`src/rtl/servo_pkg.sv`:
```
// Shared defaults, counter width and command clamp for the servo PWM generator.
package servo_pkg;

  localparam int unsigned DEF_TICKS_PER_US = 100;
  localparam int unsigned DEF_PERIOD_US    = 20000;
  localparam int unsigned DEF_MIN_US       = 500;
  localparam int unsigned DEF_MAX_US       = 2500;
  localparam int unsigned DEF_SLEW_US      = 20;
  localparam int unsigned US_CNT_W         = $clog2(DEF_PERIOD_US);

  // Zero stays zero (channel off); any other width is forced into [lo, hi].
  function automatic int unsigned clamp_us(input int unsigned x,
                                           input int unsigned lo,
                                           input int unsigned hi);
    if (x == 0)       return 0;
    else if (x < lo)  return lo;
    else if (x > hi)  return hi;
    else              return x;
  endfunction

endpackage

```
`src/rtl/servo_pwm_multi_if.sv`:
```
// Command/status bundle between the steering logic and servo_pwm_multi.
interface servo_pwm_multi_if #(
  parameter int unsigned N_CH = 2,
  parameter int unsigned W    = 12
);
  logic              en;
  logic [N_CH*W-1:0] cmd_us;
  logic              cmd_we;
  logic [N_CH-1:0]   pwm;
  logic              frame_start;
  logic              update_pending;

  modport master (output en, cmd_us, cmd_we,
                  input  pwm, frame_start, update_pending);
  modport slave  (input  en, cmd_us, cmd_we,
                  output pwm, frame_start, update_pending);
endinterface

```
`src/rtl/servo_frame_timer.sv`:
```
// Microsecond prescaler and frame counter; boundary marks the last tick of a frame.
module servo_frame_timer
  import servo_pkg::*;
#(
  parameter int unsigned TICKS_PER_US = DEF_TICKS_PER_US,
  parameter int unsigned PERIOD_US    = DEF_PERIOD_US,
  parameter int unsigned CNT_W        = US_CNT_W
) (
  input  logic             clk,
  input  logic             rst,
  output logic             tick,
  output logic [CNT_W-1:0] us_cnt,
  output logic             boundary
);
  localparam int unsigned PRE_W = (TICKS_PER_US > 1) ? $clog2(TICKS_PER_US) : 1;

  logic [PRE_W-1:0] prescaler;

  assign tick     = (prescaler == PRE_W'(TICKS_PER_US - 1));
  assign boundary = tick && (us_cnt == CNT_W'(PERIOD_US - 1));

  always_ff @(posedge clk) begin
    if (rst) begin
      prescaler <= '0;
      us_cnt    <= '0;
    end else begin
      prescaler <= tick ? '0 : prescaler + 1'b1;
      if (tick)
        us_cnt <= boundary ? '0 : us_cnt + 1'b1;
    end
  end

endmodule

```
`src/rtl/servo_pwm_multi.sv`:
```
// N-channel hobby-servo PWM generator; commands are shadowed and applied at frame boundaries.
// Optional macro SERVO_SLEW_EN limits each per-frame width change to SLEW_US.
module servo_pwm_multi
  import servo_pkg::*;
#(
  parameter int unsigned N_CH         = 2,
  parameter int unsigned W            = 12,
  parameter int unsigned TICKS_PER_US = DEF_TICKS_PER_US,
  parameter int unsigned PERIOD_US    = DEF_PERIOD_US,
  parameter int unsigned MIN_US       = DEF_MIN_US,
  parameter int unsigned MAX_US       = DEF_MAX_US,
  parameter int unsigned SLEW_US      = DEF_SLEW_US
) (
  input logic            clk,
  input logic            rst,
  servo_pwm_multi_if.slave bus
);
  localparam int unsigned CNT_W = $clog2(PERIOD_US);
  localparam int unsigned CMP_W = (W > CNT_W) ? W : CNT_W;

  if (MAX_US >= PERIOD_US || MIN_US > MAX_US || SLEW_US == 0) begin : g_param_check
    $error("servo_pwm_multi: inconsistent timing parameters");
  end

  logic             tick;
  logic             boundary;
  logic             apply;
  logic [CNT_W-1:0] us_cnt;
  logic [N_CH-1:0]  settled;
  logic             frame_q;
  logic             upd_q;

  servo_frame_timer #(
    .TICKS_PER_US (TICKS_PER_US),
    .PERIOD_US    (PERIOD_US),
    .CNT_W        (CNT_W)
  ) u_timer (
    .clk      (clk),
    .rst      (rst),
    .tick     (tick),
    .us_cnt   (us_cnt),
    .boundary (boundary)
  );

  assign apply = tick & boundary;

  for (genvar i = 0; i < N_CH; i++) begin : g_ch
    logic [W-1:0] pending;
    logic [W-1:0] active;
    logic [W-1:0] target;
    logic [W-1:0] next_active;
    logic         pwm_q;

    assign target = W'(clamp_us(32'(pending), MIN_US, MAX_US));

`ifdef SERVO_SLEW_EN
    localparam logic [W-1:0] STEP = W'(SLEW_US);

    // Switching on from off or switching off bypasses the rate limit.
    always_comb begin
      next_active = target;
      if (active != '0 && target != '0) begin
        if (target > active && (target - active) > STEP)
          next_active = active + STEP;
        else if (active > target && (active - target) > STEP)
          next_active = active - STEP;
      end
    end
`else
    assign next_active = target;
`endif

    assign settled[i] = (next_active == target);

    always_ff @(posedge clk) begin
      if (rst) begin
        pending <= '0;
        active  <= '0;
        pwm_q   <= 1'b0;
      end else begin
        if (bus.cmd_we)
          pending <= bus.cmd_us[i*W +: W];
        if (apply)
          active <= next_active;
        pwm_q <= bus.en & (CMP_W'(us_cnt) < CMP_W'(active));
      end
    end

    assign bus.pwm[i] = pwm_q;
  end

  // A write on the boundary cycle still loads the old pending value, so it must keep the flag set.
  always_ff @(posedge clk) begin
    if (rst) begin
      frame_q <= 1'b0;
      upd_q   <= 1'b0;
    end else begin
      frame_q <= apply;
      if (bus.cmd_we)
        upd_q <= 1'b1;
      else if (apply && (&settled))
        upd_q <= 1'b0;
    end
  end

  assign bus.frame_start    = frame_q;
  assign bus.update_pending = upd_q;

endmodule

```
`src/flat_wrapper.sv`:
```
// flat-port wrapper written by rule: the top's interface ports become plain ports
module servo_pwm_multi_flat import servo_pkg::*;
#(
  parameter int unsigned N_CH         = 2,
  parameter int unsigned W            = 12,
  parameter int unsigned TICKS_PER_US = DEF_TICKS_PER_US,
  parameter int unsigned PERIOD_US    = DEF_PERIOD_US,
  parameter int unsigned MIN_US       = DEF_MIN_US,
  parameter int unsigned MAX_US       = DEF_MAX_US,
  parameter int unsigned SLEW_US      = DEF_SLEW_US
)
  (clk, rst, bus_en, bus_cmd_us, bus_cmd_we, bus_pwm, bus_frame_start, bus_update_pending);
  servo_pwm_multi_if #(.N_CH(N_CH), .W(W)) bus_i ();
  input logic clk;
  input logic rst;
  input wire logic [$bits(bus_i.en)-1:0] bus_en;
  input wire logic [$bits(bus_i.cmd_us)-1:0] bus_cmd_us;
  input wire logic [$bits(bus_i.cmd_we)-1:0] bus_cmd_we;
  output wire logic [$bits(bus_i.pwm)-1:0] bus_pwm;
  output wire logic [$bits(bus_i.frame_start)-1:0] bus_frame_start;
  output wire logic [$bits(bus_i.update_pending)-1:0] bus_update_pending;
  assign bus_i.en = bus_en;
  assign bus_i.cmd_us = bus_cmd_us;
  assign bus_i.cmd_we = bus_cmd_we;
  assign bus_pwm = bus_i.pwm;
  assign bus_frame_start = bus_i.frame_start;
  assign bus_update_pending = bus_i.update_pending;
  servo_pwm_multi #(.N_CH(N_CH), .W(W), .TICKS_PER_US(TICKS_PER_US), .PERIOD_US(PERIOD_US), .MIN_US(MIN_US), .MAX_US(MAX_US), .SLEW_US(SLEW_US)) u_core (.clk(clk), .rst(rst), .bus(bus_i));
endmodule
```
`config.mk`:
```
export PLATFORM = sky130hd
export DESIGN_NAME = servo_pwm_multi_flat
export DESIGN_NICKNAME = d
export VERILOG_FILES = /design/src/rtl/servo_pkg.sv /design/src/rtl/servo_pwm_multi_if.sv /design/src/rtl/servo_frame_timer.sv /design/src/rtl/servo_pwm_multi.sv /design/src/flat_wrapper.sv
export SDC_FILE = /design/constraint.sdc
export NUM_CORES = 1
export LEC_CHECK = 0
export BUFFER_PORTS_ARGS = -buffer_cell sky130_fd_sc_hd__buf_2
export CAP_MARGIN = 10
export CORE_ASPECT_RATIO = 0.7
export CORE_MARGIN = 2
export CORE_UTILIZATION = 55
export CTS_CLUSTER_SIZE = 40
export DETAILED_ROUTE_END_ITERATION = 7
export PLACE_DENSITY_LB_ADDON = 0.25
export SLEW_MARGIN = 5
export SYNTH_ARGS = -nofsm -noshare
export SYNTH_HDL_FRONTEND = slang
export SYNTH_SLANG_ARGS = --single-unit
```
`constraint.sdc`:
```
create_clock -name clk -period 2.91 [get_ports clk]
set_input_delay 0.582 -clock clk [delete_from_list [all_inputs] [get_ports clk]]
set_output_delay 0.582 -clock clk [all_outputs]
set_load 0.1 [all_outputs]
```
Yosys cells after proc, flatten, opt, wreduce, memory -nomap -nowiden
Cells that the tools add are included.
{ "word_totals": {"elab_cells": 37, "register_bits": 74, "out_inout_bits": 4} }
{ "op_classes": {"n_bitwise": 3, "eq_ne": 2, "order_cmp": 6, "addsub": 2, "muxes": 9, "n_reduce_logical": 5} }
{ "op_table": {"columns": ["operator", "count"], "rows": [
  ["2-to-1 mux 12 bit", 6],
  ["less-than comparator 15 x 12 -> 1 bit", 2],
  ["greater-than comparator 12 bit (second input constant)", 2],
  ["logical NOT 12 bit", 2],
  ["less-than comparator 12 x 9 -> 1 bit (second input constant)", 2],
  ["adder 15 x 1 -> 15 bit (second input constant)", 1],
  ["equality test 15 bit (second input constant)", 1],
  ["2-to-1 mux 15 bit", 1],
  ["adder 7 x 1 -> 7 bit (second input constant)", 1],
  ["equality test 7 bit (second input constant)", 1],
  ["AND 1 bit", 3],
  ["2-to-1 mux 1 bit", 2],
  ["nonzero test 2 bit", 1],
  ["OR reduction 2 bit", 1],
  ["logical AND 1 bit", 1]
]} }

Depth between registers and ports, before layout
Gate-level depths: netlist (run 1).
{ "depth": {"word_depth": 5, "mapped_depth": 7} }

Modules after synthesis
A second synthesis (run 1) with hierarchy kept.
{ "unflattened": {"cells_unflattened": 417, "hier_area_um2": 3619.7} }
{ "modules_own_cells": {"columns": ["mod", "cells_each", "n_inst", "area_per_inst_um2"], "rows": [
  ["servo_pwm_multi", 299, 1, 2566.2],
  ["servo_frame_timer", 118, 1, 1053.5]
]} }

Least setup slack after synthesis (run 1)
Ideal clock, no wire load.
{ "synth_timing": {"kind": "reg2reg", "startpoint": "register u_core.u_timer.prescaler[0]", "endpoint": "register u_core.u_timer.us_cnt[13]", "arrival_ns": 1.780, "setup_slack_ns": 1.063, "required_time_ns": 2.843, "stages_incl_launch_ff": 7, "setup_ns": 0.067, "path_buffers": 1, "period_less_slack_ns": 1.847, "cell_sequence": "dfxtp_1 > ha_1 > nand4bb_1 > buf_2 > or3_4 > or4_4 > a21oi_2"} }
{ "synth_via": {"elab_chain_len": 3} }
{ "synth_rtl": {"columns": ["element", "line_no", "rtl"], "rows": [
  ["start, declared", "servo_frame_timer.sv:17", "logic [PRE_W-1:0] prescaler;"],
  ["start signal, assigned", "servo_frame_timer.sv:27", "prescaler <= tick ? '0 : prescaler + 1'b1;"],
  ["equality test 7 bit (*)", "servo_frame_timer.sv:19", "assign tick = (prescaler == PRE_W'(TICKS_PER_US - 1));"],
  ["logical AND 1 bit", "servo_frame_timer.sv:20", "assign boundary = tick && (us_cnt == CNT_W'(PERIOD_US - 1));"],
  ["2-to-1 mux 15 bit", "servo_frame_timer.sv:29", "us_cnt <= boundary ? '0 : us_cnt + 1'b1;"],
  ["end signal, assigned", "servo_frame_timer.sv:29", null],
  ["end, declared", "servo_frame_timer.sv:12", "output logic [CNT_W-1:0] us_cnt,"]
]} }
Every way passes the cells marked *; elsewhere a longest branch is shown, timed or not.
A chain may end at the register's enable or synchronous reset.

Final worst setup path (run 1)
{ "layout_timing": {"startpoint": "register u_core.u_timer.us_cnt[10]", "endpoint": "register u_core.g_ch[0].active[5]"} }
{ "layout_via": {"elab_chain_len": 3} }
{ "layout_rtl": {"columns": ["element", "line_no", "rtl"], "rows": [
  ["equality test 15 bit", "servo_frame_timer.sv:20", null],
  ["logical AND 1 bit", "servo_frame_timer.sv:20", null],
  ["AND 1 bit", "servo_pwm_multi.sv:45", "assign apply = tick & boundary;"],
  ["end signal, assigned", "servo_pwm_multi.sv:84", "active <= next_active;"],
  ["end, declared", "servo_pwm_multi.sv:49", "logic [W-1:0] active;"]
]} }
Every way passes these cells.

==> results of run 1 <==
area by class of cell:
class                           instances  area (um^2)
Multi-Input combinational cell        317         2170
Sequential cell                        74         1480
Clock buffer                           10          138
Tap cell                               94          118
Clock inverter                          6         88.8
Timing Repair Buffer                   36          193
Inverter                               32          120
Fill cell                             593         2480
through the flow:
stage / power [mW] / cell area (um^2) / util / worst slack, ns
after CTS: 2.17 / 4310 / 0.634 / 0.600
final: 2.16 / 4310 / 0.634 / 0.565
after detailed placement: 1.28 / 4080 / 0.601 / 0.632
after global routing: 2.25 / 4310 / 0.634 / 0.309
after floorplan: 1.23 / 3860 / - / 1.06
after global placement: 1.27 / 4080 / 0.601 / 0.720
synth_stat cells, types with 9 or more instances:
cell type / n
o21ai_0: 29
nand4_1: 9
a21oi_1: 29
dfxtp_1: 74
nor2_1: 48
inv_1: 31
or4_1: 10
mux2i_1: 24
clkbuf_1: 13
nand2_1: 22
nand3_1: 9
ha_1: 24
worst max path at each step:
stage | start | depth (start not counted) | slack (ns) | to
floorplan | u_core.u_timer.prescaler[0] | 6 | 1.06 | u_core.u_timer.us_cnt[13]
global placement | u_core.u_timer.prescaler[0] | 5 | 0.72 | u_core.g_ch[0].active[4]
detailed placement | u_core.u_timer.prescaler[0] | 5 | 0.63 | u_core.g_ch[0].active[5]
CTS | u_core.u_timer.prescaler[0] | 5 | 0.60 | u_core.g_ch[0].active[5]
global route | u_core.u_timer.us_cnt[10] | 4 | 0.31 | u_core.g_ch[0].active[4]
finish | u_core.u_timer.us_cnt[10] | 4 | 0.56 | u_core.g_ch[0].active[5]
worst register-to-register path: cells and delay by family, from the launching register on:
family	cells	cell delay, ns
AO/OA/AOI/OAI	1	0.36
flip-flops	1	0.47
AND/OR/NAND/NOR	3	1.42
state kept, by name, indices dropped and copies added, names as in the netlist:
name,cells
u_core.g_ch.active,24
u_core.g_ch.pending,24
u_core.u_timer.us_cnt,15
u_core.u_timer.prescaler,7
u_core.g_ch.pwm_q,2
u_core.bus.frame_start,1
u_core.bus.update_pending,1
power groups by stage:
stage | clock network, mW | logic (mW) | registers (mW)
global placement | 0 | 0.178 | 1.10
global route | 0.961 | 0.209 | 1.08
finish | 0.904 | 0.186 | 1.07
floorplan | 0 | 0.134 | 1.09
detailed placement | 0 | 0.184 | 1.10
CTS | 0.915 | 0.185 | 1.07
cells by family (layout without fill, tap and decap cells):
group           Yosys count  after routing
compound gates          110            110
xor+xnor                 11             11
fa+ha+maj                24             24
buf+inv                  54             84
flops                    74             74
mux                      24             24
simple gates            148            148
layer usage:
metal | vias up | global-route usage | share of wire
met1 | 1589 | 0.363 | 0.50
met4 | 0 | 0.0886 | 0.016
met3 | 13 | 0.0561 | 0.063
met2 | 133 | 0.391 | 0.42
met5 | - | 0 | 0
li1 | 1692 | - | -
==> run metrics, run 1 <==
status=complete, no violations; Final ANT Viol Nets=0; MaxCap Viol Count=0; Remaining Overflow, GRT=0; NetSw=0.541 mW; htree depth=3; Bufs on Longest Clock Path=2; CP bufs+invs=0; critical-path maximum fanout=13; Post-CTS Hold Buffers=0; multiplexer share of the synthesized area=0.0622; DRT iter0 DRCs=210; Die Y=74.1 um; CP Class=flip-flop to flip-flop; P per Cell Area=503 mW/mm^2; adder-cell share of the synthesized area=0.0777; R2R cell count=4; fin. max-slew vios=0; CP Cell Sequence=and2_0 > nand4b_1 > or2_2 > o41ai_1; share of post-route cells with drive strength above 1=0.128; clock-pin slew on the worst setup and hold paths=0.09 ns; largest net degree at the start of global routing=26; clock share of power=0.418; Crit Reg-Reg Endpoint=u_core.g_ch[0].active[5]; final setup vio count=0; dominant synthesized flop cell=dfxtp_1; vias after detailed routing=3,427; post-synthesis sequential area ratio=0.383; RSZ-0062 raised after global routing=false; Die Width=104 um; post-synthesis net count=497; worst hold start=u_core.u_timer.prescaler[0]; Clock Skew=0.0114 ns; Seq cells post-synth=74; # diodes=0; DRT Pass-1 Iters=5; vias in the first global route=3,199; initial antenna violation count=0; drt via density=6.02; nature of the critical path startpoint=flip-flop; fin nets=522; WL final=8990 um; Reg power frac=0.497; CTS Root Cell=clkbuf_8; top cell type's share of synthesized area=0.383; synthesized cell area=0.00386 mm^2; Post-CTS Setup Inserts=0; slowest CP cell=nand4b_1; Final Wtd Congestion=0.917; xor-xnor portion of the synthesized cell area=0.0249; Die Area=0.00772 mm^2; Sink Count=74; Synth Area in Compound Gates=0.188; main combinational cell family by area after synthesis=simple AND/OR/NAND/NOR gates; Post-Synth Simple-Gate Area=0.209; WP data required=3.17 ns; CTS tree=done; Hold Path Class=flip-flop to flip-flop; r2r setup slk=0.56 ns; commonest cells after routing, fill and taps aside=dfxtp_1 (74), nor2_1 (48), inv_1 (31), buf_2 (31); Final HPWL DP=6720 um; core area=0.00679 mm^2; first-pass GRT wire length=15,600 um; unique cell type count in the Yosys netlist=58; count of input and output buffers=31; Int Pwr=1.62 mW; P&R area growth vs syn=11.4%; CP top delay family=simple AND/OR/NAND/NOR gates; wire length per cell=15.8 um; total global-route track usage=0.256; top cell type by total area after synthesis=dfxtp_1; Worst setup EP type=flip-flop; Final Hold Viols=0; Post-synth ARST share=0; Skew-Pair Late Insertion Delay=0.35 ns; switch share=0.250; Post-synth EDFFs=0; hold-critical path depth=1; Pleak=1.58 nW; Min Hold Slack=0.450 ns; initial core utilization=0.569; WHS Endpoint=u_core.u_timer.prescaler[0]; placement row count=25; Avg Cell Area, Syn=8.68 um^2; peak supply drop=299 uV; Num CTS Buffers=9; # resized after CTS=0; fin crit share=0.806; Area contributors post-synth=dfxtp_1 (38%), ha_1 (7.8%), mux2i_1 (6.2%); slew at the pin with the worst max-slew slack=0.702 ns; worst r2r src=u_core.u_timer.us_cnt[10]; Cells after Synth=445; Post-route DRC=0; f_max=0.426 GHz; Slew HR=0.532; IO Pins=32; CP arrival=2.60 ns; final setup TNS=0 ns; final cell count without fillers=569; crit path time final=2.35 ns; Ys Warns=0; most common cell after layout, fill and taps aside=dfxtp_1; Comb power frac=0.086; max incr delay on CP=0.53 ns; Inst Count DP=553
(Power assumes the default switching activity.)
==> run 2, diff against run 1 <==
- CORE_UTILIZATION: 55 -> 54
- clock period: 2.91 -> 2.09 ns (I/O delays scaled with it)
==> run 2 against run 1 <==
Effect of this change:
- die area increased by 1.8%
- total power grew 40%
- cell count up 3.3%
- non-clock buffer count rose by 19
- via count is 1.7% higher
- global-route usage is 0.055 points lower
- clock power grew 39%
- sequential power is 39% higher
- flip-flop and latch count did not move
- hold slack worse by 0.17 ns
- largest power group unchanged
- highest routed layer unchanged
==> run metrics, run 2 (synthesis gave the netlist of run 1 again) <==
status=complete, no violations; CP arrival=2.28 ns (-0.32 ns); vias after detailed routing=3,484 (+1.7%); htree depth=3 (unchanged); DP Area=0.00421 mm^2 (+3.3%); # diodes=0 (unchanged); Pleak=1.68 nW (+6.4%); drt via density=5.93 (-1.6%); IO Pins=32 (unchanged); top flop regs=u_core.g_ch.active (24), u_core.g_ch.pending (24), u_core.u_timer.us_cnt (15); final setup TNS=0 ns (unchanged); CTS tree=done; fin nets=541 (+3.6%); Final Wtd Congestion=0.863 (-6.0%); vias in the first global route=3,206 (+0.22%); WP data required=2.38 ns (-0.79 ns); Die Area=0.00786 mm^2 (+1.8%); commonest cells after routing, fill and taps aside=dfxtp_1 (74), nor2_1 (48), inv_1 (31), buf_2 (31); Final Hold Viols=0 (unchanged); nature of the critical path startpoint=flip-flop; RSZ-0062 raised after global routing=false; busiest grt layer=met2; slew at the pin with the worst max-slew slack=0.720 ns (+0.0182 ns); DRT iter0 DRCs=174 (-17%); fin util=0.650 (+0.0161); design area=0.00446 mm^2 (+3.5%); initial antenna violation count=0 (unchanged); Remaining Overflow, GRT=0 (unchanged); fin crit share=0.950 (+0.144); met2 Usage GRT=0.410 (+0.0187); P per Cell Area=678 mW/mm^2 (+35%); Bufs on Longest Clock Path=2 (unchanged); placement row count=25 (unchanged); count of input and output buffers=31 (unchanged); Num CTS Buffers=9 (unchanged); Sink Count=74 (unchanged); f_max=0.504 GHz (+18%); DRT Pass-1 Iters=5 (unchanged); Final ANT Viol Nets=0 (unchanged); share of post-route cells with drive strength above 1=0.164 (+0.0355); Clock Skew=0.0134 ns (+0.00198 ns); Final HPWL DP=6860 um (+2.1%); Die Y=74.8 um (+0.87%); wire length per cell=16.0 um (+1.6%); MaxCap Viol Count=0 (unchanged); initial core utilization=0.564 (-0.00520); core area=0.00685 mm^2 (+0.92%); P&R area growth vs syn=15.3%; Worst setup EP type=flip-flop; clock-pin slew on the worst setup and hold paths=0.08 ns (about the same); Filler Cells Inserted=583 (-1.7%); r2r setup slk=0.10 ns (-0.46 ns); most common cell after layout, fill and taps aside=dfxtp_1; met1 usage=0.345 (-0.0180); CP Class=flip-flop to flip-flop; Slew HR=0.520 (-0.0121); crit path time final=1.99 ns (-0.360 ns); first-pass GRT wire length=15,700 um (+1.2%); final setup vio count=0 (unchanged); CTS Root Cell=clkbuf_8; total global-route track usage=0.256 (-0.000548); peak supply drop=394 uV (+32%); Post-route DRC=0 (unchanged); Hold Path Class=input port to flip-flop; critical-path maximum fanout=9 (-4); Post-CTS Hold Buffers=0 (unchanged); GR Util met3=0.0762 (+0.0201); WL final=9440 um (+5.0%); Skew-Pair Late Insertion Delay=0.36 ns (about the same); Die Width=105 um (+0.89%); fin. max-slew vios=0 (unchanged); largest net degree at the start of global routing=26 (unchanged)
-- run 2: critical path: stages, from the launching register on --
cell     delay, ns
dfxtp_1       0.52
nand4_1       0.22
or3_1         0.49
or4_4         0.55
a21oi_2       0.13
-- run 2: worst paths after layout --
path,startpoint,cells after the start,to
setup / recovery,u_core.u_timer.us_cnt[5],4,u_core.u_timer.us_cnt[13]
hold / removal,bus_cmd_us[16],3,u_core.g_ch[1].pending[4]
setup reg to reg,u_core.u_timer.us_cnt[5],4,u_core.u_timer.us_cnt[13]
hold reg to reg,u_core.u_timer.prescaler[0],1,u_core.u_timer.prescaler[0]
-- run 2: power by group --
part	leakage (nW)	switching [mW]	total, mW	internal, mW
clock network	0.112	0.554	1.26	0.706
registers	0.602	0.0451	1.49	1.45
logic	0.969	0.159	0.269	0.110
total	1.68	0.758	3.02	2.26
-- run 2: through the flow --
stage	std cells	total power [mW]	hold WS, ns	setup WS, ns
2_1_floorplan	445	1.71	0.413	0.243
3_3_place_gp	571	1.78	0.426	0.154
3_5_place_dp	571	1.79	0.434	0.0797
4_1_cts	587	3.03	0.279	0.0477
5_1_grt	588	3.14	0.282	0.0117
6_report	588	3.02	0.283	0.105
-- run 2: final cells by class --
cell class                 instances  area [um^2]  share of cell area
clock inverter                     6         90.1              0.0202
inverter                          32          120              0.0270
timing repair buffer              55          335              0.0753
tap                               94          118              0.0264
sequential                        74         1480               0.332
clock buffer                      10          138              0.0309
multi-input combinational        317         2170               0.488
-- run 2: layer usage --
layer  share of wire  wire length, um
met4          0.0069               65
met3           0.065              615
met5               0                0
met2            0.44             4140
met1            0.49             4610
-- run 2: timing repair --
action	4_1_cts	5_1_grt
buffers inserted	0	1
setup endpoints to repair	0	19
gates resized for setup	0	1
